<file path="config.mk">
export PLATFORM = sky130hd
export DESIGN_NAME = systolic_tile_sequencer_flat
export DESIGN_NICKNAME = d
export VERILOG_FILES = /design/src/rtl/systolic_tile_sequencer_if.sv /design/src/rtl/systolic_tile_sequencer.sv /design/src/flat_wrapper.sv
export SDC_FILE = /design/constraint.sdc
export NUM_CORES = 1
export LEC_CHECK = 0
export ABC_AREA = 1
export CAP_MARGIN = 20
export CORE_MARGIN = 2
export CORE_UTILIZATION = 54
export CTS_CLUSTER_DIAMETER = 100
export DETAILED_ROUTE_END_ITERATION = 8
export HOLD_SLACK_MARGIN = 0.03
export PLACE_DENSITY = 0.89
export SLEW_MARGIN = 30
export SYNTH_ARGS = -nofsm -noshare
export SYNTH_HDL_FRONTEND = slang
export SYNTH_SLANG_ARGS = --single-unit
export TNS_END_PERCENT = 1
</file>
<file path="constraint.sdc">
create_clock -name clk -period 2.7 [get_ports clk]
set_input_delay 0.27 -clock clk [delete_from_list [all_inputs] [get_ports clk]]
set_output_delay 0.27 -clock clk [all_outputs]
set_load 0.02 [all_outputs]
</file>
<file path="src/rtl/systolic_tile_sequencer_if.sv">
// Command/status and array-control bundle for the systolic tile sequencer.
// master = host/array side driving start and flow control, slave = the sequencer.
interface systolic_tile_sequencer_if #(
  parameter int N   = 2,
  parameter int M   = 2,
  parameter int K_W = 8
);
  localparam int CW = (N > 1) ? $clog2(N) : 1;

  logic           start;
  logic [K_W-1:0] k_len;
  logic           feed_stall;
  logic           c_ready;
  logic           busy;
  logic           done;
  logic           mac_clear;
  logic           array_en;
  logic           rd_en;
  logic [K_W-1:0] rd_addr;
  logic [N-1:0]   A_start_en;
  logic [M-1:0]   B_start_en;
  logic           C_write_en;
  logic [CW-1:0]  c_row;

  modport master (
    output start, k_len, feed_stall, c_ready,
    input  busy, done, mac_clear, array_en, rd_en, rd_addr,
           A_start_en, B_start_en, C_write_en, c_row
  );

  modport slave (
    input  start, k_len, feed_stall, c_ready,
    output busy, done, mac_clear, array_en, rd_en, rd_addr,
           A_start_en, B_start_en, C_write_en, c_row
  );
endinterface

</file>
<file path="src/rtl/systolic_tile_sequencer.sv">
// Sequences one output tile: clear, skewed operand feed, drain, row writeback.
// Latency k_len+N+M-2+MAC_LAT+N+2 cycles unstalled; feed_stall freezes FEED, c_ready holds WRITE.
module systolic_tile_sequencer #(
  parameter int N       = 2,
  parameter int M       = 2,
  parameter int K_W     = 8,
  parameter int MAC_LAT = 1
) (
  input logic                     clk,
  input logic                     rst_n,
  systolic_tile_sequencer_if.slave io
);
  localparam int CW        = (N > 1) ? $clog2(N) : 1;
  localparam int DRAIN_LEN = N + M - 2 + MAC_LAT;
  localparam int DW        = $clog2(DRAIN_LEN + 1);
  localparam int AW        = (N > 1) ? N - 1 : 1;
  localparam int BW        = (M > 1) ? M - 1 : 1;

  typedef enum logic [2:0] {
    S_IDLE, S_CLEAR, S_FEED, S_DRAIN, S_WRITE, S_FIN
  } state_e;

  state_e         state_q, state_d;
  logic [K_W-1:0] k_len_q, k_len_d;
  logic [K_W-1:0] k_cnt_q, k_cnt_d;
  logic [DW-1:0]  drn_q, drn_d;
  logic [CW-1:0]  row_q, row_d;
  logic [AW-1:0]  a_sk_q, a_sk_d;
  logic [BW-1:0]  b_sk_q, b_sk_d;

  logic issue, en, feed_last, drain_last, row_last;

  assign issue      = (state_q == S_FEED) && !io.feed_stall;
  assign en         = (state_q == S_CLEAR) || (state_q == S_DRAIN) || issue;
  assign feed_last  = (k_cnt_q == k_len_q - 1'b1);
  assign drain_last = (drn_q == DW'(DRAIN_LEN - 1));
  assign row_last   = (row_q == CW'(N - 1));

  always_ff @(posedge clk or negedge rst_n) begin
    if (!rst_n) state_q <= S_IDLE;
    else        state_q <= state_d;
  end

  always_comb begin
    state_d = state_q;
    unique case (state_q)
      S_IDLE:  if (io.start) state_d = (io.k_len != '0) ? S_CLEAR : S_FIN;
      S_CLEAR: state_d = S_FEED;
      S_FEED:  if (issue && feed_last) state_d = S_DRAIN;
      S_DRAIN: if (drain_last) state_d = S_WRITE;
      S_WRITE: if (io.c_ready && row_last) state_d = S_FIN;
      S_FIN:   state_d = S_IDLE;
      default: state_d = S_IDLE;
    endcase
  end

  always_comb begin
    io.busy       = (state_q != S_IDLE);
    io.done       = (state_q == S_FIN);
    io.mac_clear  = (state_q == S_CLEAR);
    io.array_en   = en;
    io.rd_en      = issue;
    io.rd_addr    = (state_q == S_FEED) ? k_cnt_q : '0;
    io.A_start_en = N'({a_sk_q, issue});
    io.B_start_en = M'({b_sk_q, issue});
    io.C_write_en = (state_q == S_WRITE);
    io.c_row      = row_q;
  end

  // Skew lanes shift only when the array advances, so stalls freeze the diagonal.
  always_comb begin
    k_len_d = k_len_q;
    if (state_q == S_IDLE && io.start) k_len_d = io.k_len;
    k_cnt_d = k_cnt_q;
    if (state_q == S_CLEAR) k_cnt_d = '0;
    else if (issue)         k_cnt_d = k_cnt_q + 1'b1;
    drn_d = (state_q == S_DRAIN) ? drn_q + 1'b1 : '0;
    row_d = '0;
    if (state_q == S_WRITE) begin
      if (io.c_ready) row_d = row_last ? '0 : row_q + 1'b1;
      else            row_d = row_q;
    end
    a_sk_d = en ? AW'({a_sk_q, issue}) : a_sk_q;
    b_sk_d = en ? BW'({b_sk_q, issue}) : b_sk_q;
  end

  always_ff @(posedge clk or negedge rst_n) begin
    if (!rst_n) begin
      k_len_q <= '0;
      k_cnt_q <= '0;
      drn_q   <= '0;
      row_q   <= '0;
      a_sk_q  <= '0;
      b_sk_q  <= '0;
    end else begin
      k_len_q <= k_len_d;
      k_cnt_q <= k_cnt_d;
      drn_q   <= drn_d;
      row_q   <= row_d;
      a_sk_q  <= a_sk_d;
      b_sk_q  <= b_sk_d;
    end
  end
endmodule

</file>
<file path="src/flat_wrapper.sv">
// flat-port wrapper written by rule: the top's interface ports become plain ports
module systolic_tile_sequencer_flat 
#(
  parameter int N       = 2,
  parameter int M       = 2,
  parameter int K_W     = 8,
  parameter int MAC_LAT = 1
)
  (clk, rst_n, io_start, io_k_len, io_feed_stall, io_c_ready, io_busy, io_done, io_mac_clear, io_array_en, io_rd_en, io_rd_addr, io_A_start_en, io_B_start_en, io_C_write_en, io_c_row);
  systolic_tile_sequencer_if #(.N(N), .M(M), .K_W(K_W)) io_i ();
  input logic clk;
  input logic rst_n;
  input wire logic [$bits(io_i.start)-1:0] io_start;
  input wire logic [$bits(io_i.k_len)-1:0] io_k_len;
  input wire logic [$bits(io_i.feed_stall)-1:0] io_feed_stall;
  input wire logic [$bits(io_i.c_ready)-1:0] io_c_ready;
  output wire logic [$bits(io_i.busy)-1:0] io_busy;
  output wire logic [$bits(io_i.done)-1:0] io_done;
  output wire logic [$bits(io_i.mac_clear)-1:0] io_mac_clear;
  output wire logic [$bits(io_i.array_en)-1:0] io_array_en;
  output wire logic [$bits(io_i.rd_en)-1:0] io_rd_en;
  output wire logic [$bits(io_i.rd_addr)-1:0] io_rd_addr;
  output wire logic [$bits(io_i.A_start_en)-1:0] io_A_start_en;
  output wire logic [$bits(io_i.B_start_en)-1:0] io_B_start_en;
  output wire logic [$bits(io_i.C_write_en)-1:0] io_C_write_en;
  output wire logic [$bits(io_i.c_row)-1:0] io_c_row;
  assign io_i.start = io_start;
  assign io_i.k_len = io_k_len;
  assign io_i.feed_stall = io_feed_stall;
  assign io_i.c_ready = io_c_ready;
  assign io_busy = io_i.busy;
  assign io_done = io_i.done;
  assign io_mac_clear = io_i.mac_clear;
  assign io_array_en = io_i.array_en;
  assign io_rd_en = io_i.rd_en;
  assign io_rd_addr = io_i.rd_addr;
  assign io_A_start_en = io_i.A_start_en;
  assign io_B_start_en = io_i.B_start_en;
  assign io_C_write_en = io_i.C_write_en;
  assign io_c_row = io_i.c_row;
  systolic_tile_sequencer #(.N(N), .M(M), .K_W(K_W), .MAC_LAT(MAC_LAT)) u_core (.clk(clk), .rst_n(rst_n), .io(io_i));
endmodule
</file>
==> summary.txt <==
Outcome
  – Status: complete, no violations

Final layout
  – Most common cell after layout, fill and taps aside: nand2_1
  – Area Overhead vs Synth: 22.22%
  – Antenna Cells: 0
  – Most frequent cells in the layout: nand2_1, inv_1, clkdlybuf4s50_1
  – Share of cells above drive strength 1: 6.531%
  – Nets@finish: ~260
  – Finished Core Util: 67.63%

Drt
  – ANT nets after route: 0
  – Highest routed layer: met4
  – Wire per inst: approximately 11 um
  – Routed wire length: 2966 um
  – Met1 Wirelength: 1360 um
  – Met3 routed WL: 164 um
  – Detailed-route vias per instance: roughly 5.0
  – Metal2 WL: 1401 um
  – Pre-antenna DRT Iters: 4
  – Initial DRC count: 67
  – DRC: 0
  – Vias after detailed routing: approximately 1.4k

Synth
  – Synth top area share: 38.72%
  – Unique masters post-synth: 27
  – Area leader, netlist: dfrtp_1
  – Flops & latches, synth: 23
  – Synth Instances: ~220
  – Syn nets: 231
  – Syn. warnings: 0
  – Syn avg cell area: 6.914 um^2
  – Netlist Area Pre-Place: roughly 0.0015 mm^2
  – Post-synthesis sequential area ratio: about two fifths
  – Synth top area cells: dfrtp_1, nand2_1, inv_1

STA
  – Slew HR: 74.12%
  – Final setup violation count: 0
  – Max Transition Viols Final: 0
  – Setup ws final: roughly 550 ps
  – Final hold vios: 0
  – Final setup TNS: 0 ps
  – Setup repair after global routing missed its margin: false
  – Worst hold slack: 302.1 ps
  – F_max: about 470 MHz
  – Period minus WS final: 2150 ps
  – Tcrit/Tclk final: roughly four fifths
  – Worst Tran Pin Value: 387.3 ps
  – Worst clock skew: 2.745 ps

CTS
  – Number of buffers added for setup after CTS: 0
  – Clk_lat worst skew: 310 ps
  – Sink Count: 23
  – Largest buffer count on any clock path: 2
  – CTS tree: yes
  – Num CTS Buffers: 3
  – Clk root buf: clkbuf_4
  – Post-cts sizing count: 0
  – Clk slew on worst S/H paths: 120 ps
  – Hold_buf cts: 0
  – H-Tree Depth: 1

Critical path
  – Critical-path maximum fanout: 10
  – Critical setup path kind: reg -> out
  – CP startpoint kind: flop
  – Required time worst endpoint: 2430 ps
  – Crit end category: output pin
  – Crit path DAT: 1880 ps

Placed design
  – Place WS: 764.3 ps
  – Gpl congestion: 0.8037
  – Dpl hpwl: between 2000 and 2500 um
  – Port bufs: 31

Floorplanning
  – Die area: 0.003188 mm^2
  – Core Region: about 0.0027 mm^2
  – Num rows: 19
  – DIE HEIGHT: 56.47 um
  – Initial Utilization: 55.33%
  – Die X: 56.47 um
  – # IOs: 32

GRT
  – First-pass GRT wire length: between 5000 and 6000 um
  – Vias in the first global route: 1,275
  – Total GRT Usage: about a fifth
  – Remaining global-route overflow: 0
  – Antenna violations before repair: 0
  – Largest net degree at the start of global routing: 24

Job
  – Max-cap violations: 0

Power
  – Pwr dens: 557.9 mW/mm^2
  – VDD IR max: roughly 0.00048 V
  – Tot Pwr: 1014 uW
  – Leakage Power: 0.0009364 uW

Hold path
  – Worst Hold Class: in -> async
==> final timing paths <==
kind	from	end	slack, ps	cells past startpoint
worst min register to register	u_core.drn_q[0]	u_core.drn_q[0]	440	1
min in group clk	u_core.drn_q[0]	u_core.drn_q[0]	440	1
worst min-delay path	rst_n	u_core.k_len_q[1]	300	2
worst max-delay path	u_core.state_q[2]	io_rd_addr[6]	550	4
max in group asynchronous	rst_n	u_core.state_q[0]	2170	2
worst max register to register	u_core.k_len_q[0]	u_core.state_q[1]	920	14
==> kinds of logic (layout without fill, tap and decap cells) <==
group                      Yosys count  in the layout  share of synthesized area, %
adders and majority gates            3              3                         2.526
buffers and inverters               45             75                         13.38
and+or+nand+nor                    114            114                         33.92
DFF                                 23             23                         38.72
xor gates and xnor gates             4              4                         2.357
AOI/OAI and AO/OA                   26             26                         9.091
==> layer usage <==
metal	vias to the layer above	global-route usage, %
met5	-	0
met4	0	5.442
met3	6	4.608
met2	32	35.71
met1	623	25.93
li1	715	-
==> power by group <==
| part | switching, uW | leakage (uW) | internal [uW] |
|---|---|---|---|
| combinational | 225 | 0.000623 | 184 |
| clock | 104 | 0.0000150 | 57.7 |
| sequential | 57.0 | 0.000298 | 387 |
==> state kept, by name, indices dropped and copies added, names as in the netlist <==
signal	flops
u_core.a_sk_q	1
u_core.io.c_row	1
u_core.k_cnt_q	8
u_core.k_len_q	8
u_core.drn_q	2
u_core.state_q	3
==> per-stage QoR <==
step,instances,area [um^2]
6_report,276,1817
5_1_grt,276,1817
4_1_cts,276,1817
3_5_place_dp,272,1790
3_3_place_gp,272,1790
2_1_floorplan,215,1486
==> final cells by class <==
type                       instances  area (um^2)
fill                             233        869.6
inverter                          39        146.4
clock buffer                       4        26.28
sequential                        23        575.6
tap                               31        38.79
multi-input combinational        147        711.9
timing repair buffer              32        317.8
==> synth_stat cells <==
cell and number:
nor2_4 1, nand2_2 2, xnor2_1 2, or2_1 1, nand4_1 2, nor2_1 30
buf_4 4, nor2_2 2, ha_1 3, inv_1 35, nand3b_4 1, xor2_1 2
nand3_1 11, a21oi_1 8, buf_6 2, or2_0 1, nor3_2 1, nand3_2 1
o21ai_1 1, inv_2 3, nor4_1 1, dfrtp_1 23, clkinv_1 1, nor3_1 3
o21ai_0 16, o211a_2 1, nand2_1 57
==> worst max-delay path: stages (launching register included) <==
cell             delay (ps)
dfrtp_1                 480
nor2_4                  160
nand2_2                 150
nor2_1                  160
clkdlybuf4s50_1         620
Note: power is estimated with default switching activity, not from simulation.
